==> src/rtl/signal_gen_if.sv <==
// -----------------------------------------------------------------------------
// signal_gen_if -- sample bus between the waveform generator and the FIR.
//
// Signals
//   wave_sel     [1:0]  waveform select (00 saw, 01 square, 10 triangle, 11 noise/zero)
//   phase_step   [15:0] unsigned phase increment per tick
//   sample_ready        downstream accepts the presented sample
//   overrun_clr         clears the sticky overrun flag
//   sample_data  [15:0] two's-complement sample
//   sample_valid        sample_data holds a sample not yet accepted
//   overrun             sticky: a tick arrived while a sample was still pending
//
// Handshake: a transfer happens on every sys_clk rising edge where
// sample_valid=1 and sample_ready=1. While sample_valid=1 and no transfer has
// happened, sample_data is held stable. sample_ready may be asserted at any
// time and does not depend on sample_valid.
//
// Modports
//   master : the side that selects the waveform and consumes samples
//   slave  : the generator itself
// -----------------------------------------------------------------------------
interface signal_gen_if;
  logic [1:0]  wave_sel;
  logic [15:0] phase_step;
  logic        sample_ready;
  logic        overrun_clr;
  logic [15:0] sample_data;
  logic        sample_valid;
  logic        overrun;

  modport master (
    output wave_sel, phase_step, sample_ready, overrun_clr,
    input  sample_data, sample_valid, overrun
  );

  modport slave (
    input  wave_sel, phase_step, sample_ready, overrun_clr,
    output sample_data, sample_valid, overrun
  );
endinterface

==> src/rtl/signal_gen.sv <==
// -----------------------------------------------------------------------------
// signal_gen -- phase-accumulator waveform generator feeding a FIR.
//
// A divided "control_clk" (treated purely as data) is synchronised into the
// sys_clk domain and turned into a one-cycle tick. Each tick produces one
// sample from the current phase accumulator and then advances the phase by
// phase_step. Samples are offered on a valid/ready port; a tick that finds
// the previous sample still pending keeps that sample and raises overrun.
//
// Ports
//   sys_clk      system clock, everything on its rising edge
//   sys_rst      asynchronous active-low reset
//   control_clk  divided rate clock, sampled as data
//   bus          signal_gen_if.slave (wave_sel, phase_step, sample_ready,
//                overrun_clr in; sample_data, sample_valid, overrun out)
//
// Build option
//   SIGNAL_GEN_NOISE_EN  when defined, wave_sel=11 outputs a 16-bit Fibonacci
//                        LFSR (seed ACE1, advanced every tick); when undefined
//                        wave_sel=11 outputs zero and no LFSR exists.
// -----------------------------------------------------------------------------
module signal_gen (
  input  logic          sys_clk,
  input  logic          sys_rst,
  input  logic          control_clk,
  signal_gen_if.slave   bus
);

  // synchroniser / edge detector state
  logic sync1_q, sync1_d;
  logic sync2_q, sync2_d;
  logic sync3_q, sync3_d;
  // live_q: sync1_q holds a real post-reset sample of control_clk
  logic live_q, live_d;
  // arm_q: a low level has been seen since reset, so the next rise is fresh
  logic arm_q, arm_d;
  logic tick_q, tick_d;

  // datapath state
  logic [15:0] phase_acc_q, phase_acc_d;
  logic [15:0] sample_data_q, sample_data_d;
  logic        sample_valid_q, sample_valid_d;
  logic        overrun_q, overrun_d;

  logic [14:0] tri_t;
  logic [15:0] wave;
  logic        xfer;
  logic        overrun_set;

`ifdef SIGNAL_GEN_NOISE_EN
  localparam logic [15:0] LFSR_SEED = 16'hACE1;
  logic [15:0] lfsr_q, lfsr_d;
`endif

  // ---------------------------------------------------------------------------
  // control_clk synchroniser and tick generation
  // ---------------------------------------------------------------------------
  always_comb begin
    sync1_d = control_clk;
    sync2_d = sync1_q;
    sync3_d = sync2_q;
    live_d  = 1'b1;
    // A control_clk already high when reset releases must not count as a rise,
    // so ticks are only allowed once a genuine low has been sampled.
    arm_d   = arm_q | (live_q & ~sync1_q);
    // Registered pulse: the sample lands on the third edge after control_clk
    // is first sampled high.
    tick_d  = arm_q & sync2_q & ~sync3_q;
  end

  // ---------------------------------------------------------------------------
  // waveform select, computed from the phase before this tick's advance
  // ---------------------------------------------------------------------------
  always_comb begin
    tri_t = phase_acc_q[15] ? ~phase_acc_q[14:0] : phase_acc_q[14:0];
    wave  = 16'h0000;
    case (bus.wave_sel)
      2'b00:   wave = phase_acc_q ^ 16'h8000;
      2'b01:   wave = phase_acc_q[15] ? 16'h8001 : 16'h7FFF;
      2'b10:   wave = {tri_t, 1'b0} ^ 16'h8000;
      default: begin
`ifdef SIGNAL_GEN_NOISE_EN
        wave = lfsr_q;
`else
        wave = 16'h0000;
`endif
      end
    endcase
  end

  // ---------------------------------------------------------------------------
  // phase accumulator, sample register and overrun flag
  // ---------------------------------------------------------------------------
  always_comb begin
    phase_acc_d    = phase_acc_q;
    sample_data_d  = sample_data_q;
    sample_valid_d = sample_valid_q;
    overrun_set    = 1'b0;
    xfer           = sample_valid_q & bus.sample_ready;

    if (tick_q) begin
      // phase always advances, even when the sample is dropped
      phase_acc_d = phase_acc_q + bus.phase_step;
      if (!sample_valid_q || xfer) begin
        sample_data_d  = wave;
        sample_valid_d = 1'b1;
      end else begin
        overrun_set = 1'b1;
      end
    end else if (xfer) begin
      sample_valid_d = 1'b0;
    end

    // set has priority over clear
    if (overrun_set) begin
      overrun_d = 1'b1;
    end else if (bus.overrun_clr) begin
      overrun_d = 1'b0;
    end else begin
      overrun_d = overrun_q;
    end
  end

`ifdef SIGNAL_GEN_NOISE_EN
  always_comb begin
    lfsr_d = lfsr_q;
    if (tick_q) begin
      lfsr_d = {lfsr_q[14:0], lfsr_q[15] ^ lfsr_q[13] ^ lfsr_q[12] ^ lfsr_q[10]};
    end
  end

  always_ff @(posedge sys_clk or negedge sys_rst) begin
    if (!sys_rst) begin
      lfsr_q <= LFSR_SEED;
    end else begin
      lfsr_q <= lfsr_d;
    end
  end
`endif

  // ---------------------------------------------------------------------------
  // state registers
  // ---------------------------------------------------------------------------
  always_ff @(posedge sys_clk or negedge sys_rst) begin
    if (!sys_rst) begin
      sync1_q        <= 1'b0;
      sync2_q        <= 1'b0;
      sync3_q        <= 1'b0;
      live_q         <= 1'b0;
      arm_q          <= 1'b0;
      tick_q         <= 1'b0;
      phase_acc_q    <= 16'h0000;
      sample_data_q  <= 16'h0000;
      sample_valid_q <= 1'b0;
      overrun_q      <= 1'b0;
    end else begin
      sync1_q        <= sync1_d;
      sync2_q        <= sync2_d;
      sync3_q        <= sync3_d;
      live_q         <= live_d;
      arm_q          <= arm_d;
      tick_q         <= tick_d;
      phase_acc_q    <= phase_acc_d;
      sample_data_q  <= sample_data_d;
      sample_valid_q <= sample_valid_d;
      overrun_q      <= overrun_d;
    end
  end

  assign bus.sample_data  = sample_data_q;
  assign bus.sample_valid = sample_valid_q;
  assign bus.overrun      = overrun_q;

endmodule

==> src/flat_wrapper.sv <==
// flat-port wrapper written by rule: the top's interface ports become plain ports
module signal_gen_flat 
  (sys_clk, sys_rst, control_clk, bus_wave_sel, bus_phase_step, bus_sample_ready, bus_overrun_clr, bus_sample_data, bus_sample_valid, bus_overrun);
  signal_gen_if bus_i ();
  input  logic sys_clk;
  input  logic sys_rst;
  input  logic control_clk;
  input wire logic [$bits(bus_i.wave_sel)-1:0] bus_wave_sel;
  input wire logic [$bits(bus_i.phase_step)-1:0] bus_phase_step;
  input wire logic [$bits(bus_i.sample_ready)-1:0] bus_sample_ready;
  input wire logic [$bits(bus_i.overrun_clr)-1:0] bus_overrun_clr;
  output wire logic [$bits(bus_i.sample_data)-1:0] bus_sample_data;
  output wire logic [$bits(bus_i.sample_valid)-1:0] bus_sample_valid;
  output wire logic [$bits(bus_i.overrun)-1:0] bus_overrun;
  assign bus_i.wave_sel = bus_wave_sel;
  assign bus_i.phase_step = bus_phase_step;
  assign bus_i.sample_ready = bus_sample_ready;
  assign bus_i.overrun_clr = bus_overrun_clr;
  assign bus_sample_data = bus_i.sample_data;
  assign bus_sample_valid = bus_i.sample_valid;
  assign bus_overrun = bus_i.overrun;
  signal_gen u_core (.sys_clk(sys_clk), .sys_rst(sys_rst), .control_clk(control_clk), .bus(bus_i));
endmodule
==> config.mk <==
export PLATFORM = sky130hd
export DESIGN_NAME = signal_gen_flat
export DESIGN_NICKNAME = d
export VERILOG_FILES = /design/src/rtl/signal_gen_if.sv /design/src/rtl/signal_gen.sv /design/src/flat_wrapper.sv
export SDC_FILE = /design/constraint.sdc
export NUM_CORES = 1
export LEC_CHECK = 0
export ABC_AREA = 1
export BUFFER_PORTS_ARGS = -buffer_cell sky130_fd_sc_hd__buf_4
export CAP_MARGIN = 25
export CORE_MARGIN = 8
export CORE_UTILIZATION = 57
export CTS_CLUSTER_DIAMETER = 120
export DETAILED_ROUTE_END_ITERATION = 8
export PLACE_DENSITY = 0.8
export SLEW_MARGIN = 20
export SYNTH_ARGS = -nofsm -noshare
export SYNTH_HDL_FRONTEND = slang
export SYNTH_SLANG_ARGS = --single-unit
==> constraint.sdc <==
create_clock -name sys_clk -period 1.8 [get_ports sys_clk]
set_input_delay 0.36 -clock sys_clk [delete_from_list [all_inputs] [get_ports sys_clk]]
set_output_delay 0.36 -clock sys_clk [all_outputs]
set_load 0.01 [all_outputs]
# Word-level counts from Yosys, hierarchy flattened
# Index checks and enable logic that the tools add are counted.
# op_classes
n_addsub	1
eq_ne	3
mux	10
bitwise_logic	10
reduce_logical	7
# op_table
op	count
16-bit case mux with 3 select lines	1
16-bit adder	1
16-bit 2-to-1 mux	1
15-bit 2-to-1 mux	1
15-bit NOT	1
1-bit 2-to-1 mux	7
1-bit bitwise AND	4
1-bit NOT	4
2-bit AND reduction	2
2-bit nonzero test	2
2-bit by 1-bit equality test with 1-bit output, second input constant	1
2-bit equality test, second input constant	1
2-bit zero test	1
2-bit inequality test, second input constant	1
1-bit zero test	1
1-bit logical OR	1
1-bit OR	1
# word_totals
regBits	40
out_inout_bits	18
word_cells	41

# Logic depth before layout (Yosys ltp)
# depth
word_depth	5
ltp_mapped	11
depth_no_buf	11

# Least setup slack after synthesis
# No wires, ideal clock.
# synth_path
path_kind	reg2reg
from	register u_core.phase_acc_q[0]
to	register u_core.phase_acc_q[6]
arrival_ns	1.525
t_required_ns	1.679
setup_slack_ns	0.154
path_stages_with_launch	10
path_buffers	0
period_less_slack_ns	1.646
cell_sequence	dfrtp_1 -> ha_1 -> fa_1 -> nand2_1 -> nand2_1 -> nand3_1 -> nand2_1 -> or2_0 -> nand3_1 -> o21ai_1
# synth_via
elab_chain_len	1
# synth_rtl
item	line_no	rtl
start, declared	signal_gen.sv:40	logic [15:0] phase_acc_q, phase_acc_d;
start signal, assigned	signal_gen.sv:163	phase_acc_q <= phase_acc_d;
16-bit adder	signal_gen.sv:103	phase_acc_d = phase_acc_q + bus.phase_step;
# Every way passes these cells.
# A chain may end at the register's enable or synchronous reset.

# Final worst setup path
# Ends and elaborated chain as after synthesis.

==> impl_metrics.env <==
export IMPL_drt_total_wl_um=6414
export IMPL_max_slew_margin_pct=65.20
export IMPL_cts_tree="built"
export IMPL_viasPerCell=5.139
export IMPL_vias=2544
export IMPL_drc=0
export IMPL_fin_cells=495
export IMPL_die_w_um=85.24
export IMPL_r2r_slack_ps=140
export IMPL_worst_pin_slew_ps=521.4
export IMPL_syn_to_final_growth_pct=18.64
export IMPL_critical_path_required_ps=1990
export IMPL_place_area_um2=3126
export IMPL_grt_pass1_vias=2398
export IMPL_dpl_hpwl_um=4999
export IMPL_initial_core_util_pct=58.63
export IMPL_crit_start="u_core.phase_acc_q[0]$_DFFE_PN0P_"
export IMPL_antenna_found_initial=0
export IMPL_vdd_drop_max_uv=714.2
export IMPL_synthDistinctLibCells=35
export IMPL_clock_latency_ps=290
export IMPL_root_buffer="clkbuf_8"
export IMPL_clock_fmax_ghz=0.6007
export IMPL_dpl_worst_slack_ps=-50.65
export IMPL_grt_ovfl_total=0
export IMPL_maxCapViolCount=0
export IMPL_synth_top_area_share_pct=36.63
export IMPL_min_period_ps=1665
export IMPL_synth_most_common_cell="nand2_1"
export IMPL_crit_path_max_fanout=4
export IMPL_clock_sinks=40
export IMPL_dieArea_um2=7266
export IMPL_die_h_um=85.24
export IMPL_utilization_pct=69.56
export IMPL_setup_slack_ps=135.2
export IMPL_ys_flop_type="dfrtp_1"
export IMPL_antenna_left=0
export IMPL_rsz0062_at_grt="false"
export IMPL_ios=41
export IMPL_htreeDepth=2
export IMPL_core_um2=4661
export IMPL_ys_warn_count=0
export IMPL_synth_edff_count=0
export IMPL_r2r_start="u_core.phase_acc_q[0]$_DFFE_PN0P_"
export IMPL_worstSetupPathType="flip-flop to flip-flop"
export IMPL_skew_ps=7.761
export IMPL_syn_area_per_cell_um2=6.953
export IMPL_p_total_mw=4.822
export IMPL_slew_viol_final=0
export IMPL_ctsHoldBuffers=0
export IMPL_leakagePower_nw=1.835
export IMPL_cts_resized=0
export IMPL_r2r_cells=9
export IMPL_final_area_um2=3242
export IMPL_portBuffers=40
export IMPL_netlist_top_cells_count="nand2_1 (145), inv_1 (48), dfrtp_1 (40)"
export IMPL_seq_area_frac_synth_pct=36.63
export IMPL_powerDensity_nw_per_um2=1487
export IMPL_gp_congestion=0.8291
export IMPL_first_pass_iters=5
export IMPL_row_count=25
export IMPL_status="complete, no violations"
export IMPL_grt_max_degree=41
export IMPL_setup_viol=0
export IMPL_critPathLaunchType="flip-flop"
export IMPL_synthesis_area_um2=2733
export IMPL_ys_top_cells_by_area="dfrtp_1 (37%), nand2_1 (20%), ha_1 (6.9%)"
export IMPL_clkTransAtPathRegs_ps=80
export IMPL_drive_above_1_share_pct=17.23
export IMPL_syn_nets=432
export IMPL_r2r_end="u_core.phase_acc_q[6]$_DFFE_PN0P_"
export IMPL_synth_seq_cells=40
export IMPL_diodes=0
export IMPL_drt_iter0_drc=120
export IMPL_track_usage_pct=18.50
export IMPL_clockBufferDepth=2
export IMPL_cp_arrival_ps=1850
export IMPL_dp_cells=488
export IMPL_hold_viol_final=0
export IMPL_routedWlPerCell_um=12.96
export IMPL_period_share_pct=92.49
export IMPL_post_cts_setup_buffers=0
export IMPL_holdCritPathClass="input pin to async pin"
export IMPL_grt_first_pass_wirelength_um=10940
export IMPL_netlist_instances=393
export IMPL_cts_buffers=5
export IMPL_yosys_area_top_type="dfrtp_1"
export IMPL_fin_nets=480
export IMPL_setup_worst_path_end_class="flip-flop"
export IMPL_postSynth_asyncResetShare_pct=100.0
[cells in the final DEF, fill, tap and decap left out, types with 12 or more instances in the layout]
cell,synthesis,final
a21oi_1,16,16
buf_4,2,51
dfrtp_1,40,40
ha_1,15,13
inv_1,48,48
nand2_1,145,144
nand3_1,25,25
nor2_1,27,27
o21ai_1,12,12
[state kept, by name, summed over array words and instances (netlist names)]
register and cells:
u_core.tick_q 1, u_core.sync2_q 1, u_core.live_q 1, u_core.arm_q 1
u_core.sync1_q 1, u_core.phase_acc_q 16, u_core.bus.sample_valid 1, u_core.bus.sample_data 16
u_core.sync3_q 1, u_core.bus.overrun 1
[area by class of cell]
type | instances | area (um^2)
flip-flops and latches | 40 | 1001
fillers | 423 | 1419
multi-input cells | 292 | 1484
inverters | 50 | 190.2
well taps | 54 | 67.56
clock buffers | 7 | 96.34
repair buffers | 52 | 402.9
[power by group]
part	internal (mW)	switching, mW	leakage (nW)
combinational	1.16	1.58	1.29
sequential	1.21	0.236	0.495
clock	0.341	0.299	0.0503
[worst max-delay path by stage]
stage                                                    end  slack, ps  cells after the start
after floorplan            u_core.phase_acc_q[6]$_DFFE_PN0P_        150                      9
after global placement     u_core.phase_acc_q[6]$_DFFE_PN0P_        -40                     10
after detailed placement   u_core.phase_acc_q[6]$_DFFE_PN0P_        -50                     10
after CTS                  u_core.phase_acc_q[6]$_DFFE_PN0P_         40                      9
after global routing      u_core.phase_acc_q[14]$_DFFE_PN0P_         20                     10
final                      u_core.phase_acc_q[6]$_DFFE_PN0P_        140                      9
[cell families (layout without fill, tap and decap cells)]
logic type,after synthesis,count (layout),share of synthesized area (%)
and+or+nand+nor,219,219,33.79
buffers and inverters,61,109,9.798
AOI/OAI and AO/OA,52,52,10.76
DFF,40,40,36.63
adders and majority gates,16,16,7.601
xor gates and xnor gates,4,4,1.282
other,1,1,0.1372
[per-layer routing]
metal | track usage, % | wire, um | vias to the layer above
met1 | 23.55 | 2987 | 1140
met3 | 3.668 | 355 | 9
met2 | 30.04 | 2962 | 65
met5 | 0 | 0 | -
li1 | - | - | 1330
met4 | 6.958 | 108 | 0
[metrics by stage]
step	TNS [ps]	hold slack, ps
after floorplan	0	64.41
after global placement	-44.17	355.7
after detailed placement	-81.95	368.9
after CTS	0	51.27
after global routing	0	78.52
final	0	35.59
[critical path: stages, from the launching register on]
cell and delay [ps]:
dfrtp_1 390, ha_2 190, fa_2 330, nand2_1 90, nand2_1 70, nand3_1 80
nand2_2 80, or2_0 200, nand3_1 70, o21ai_1 60
Power figures use the tool's default switching activity.
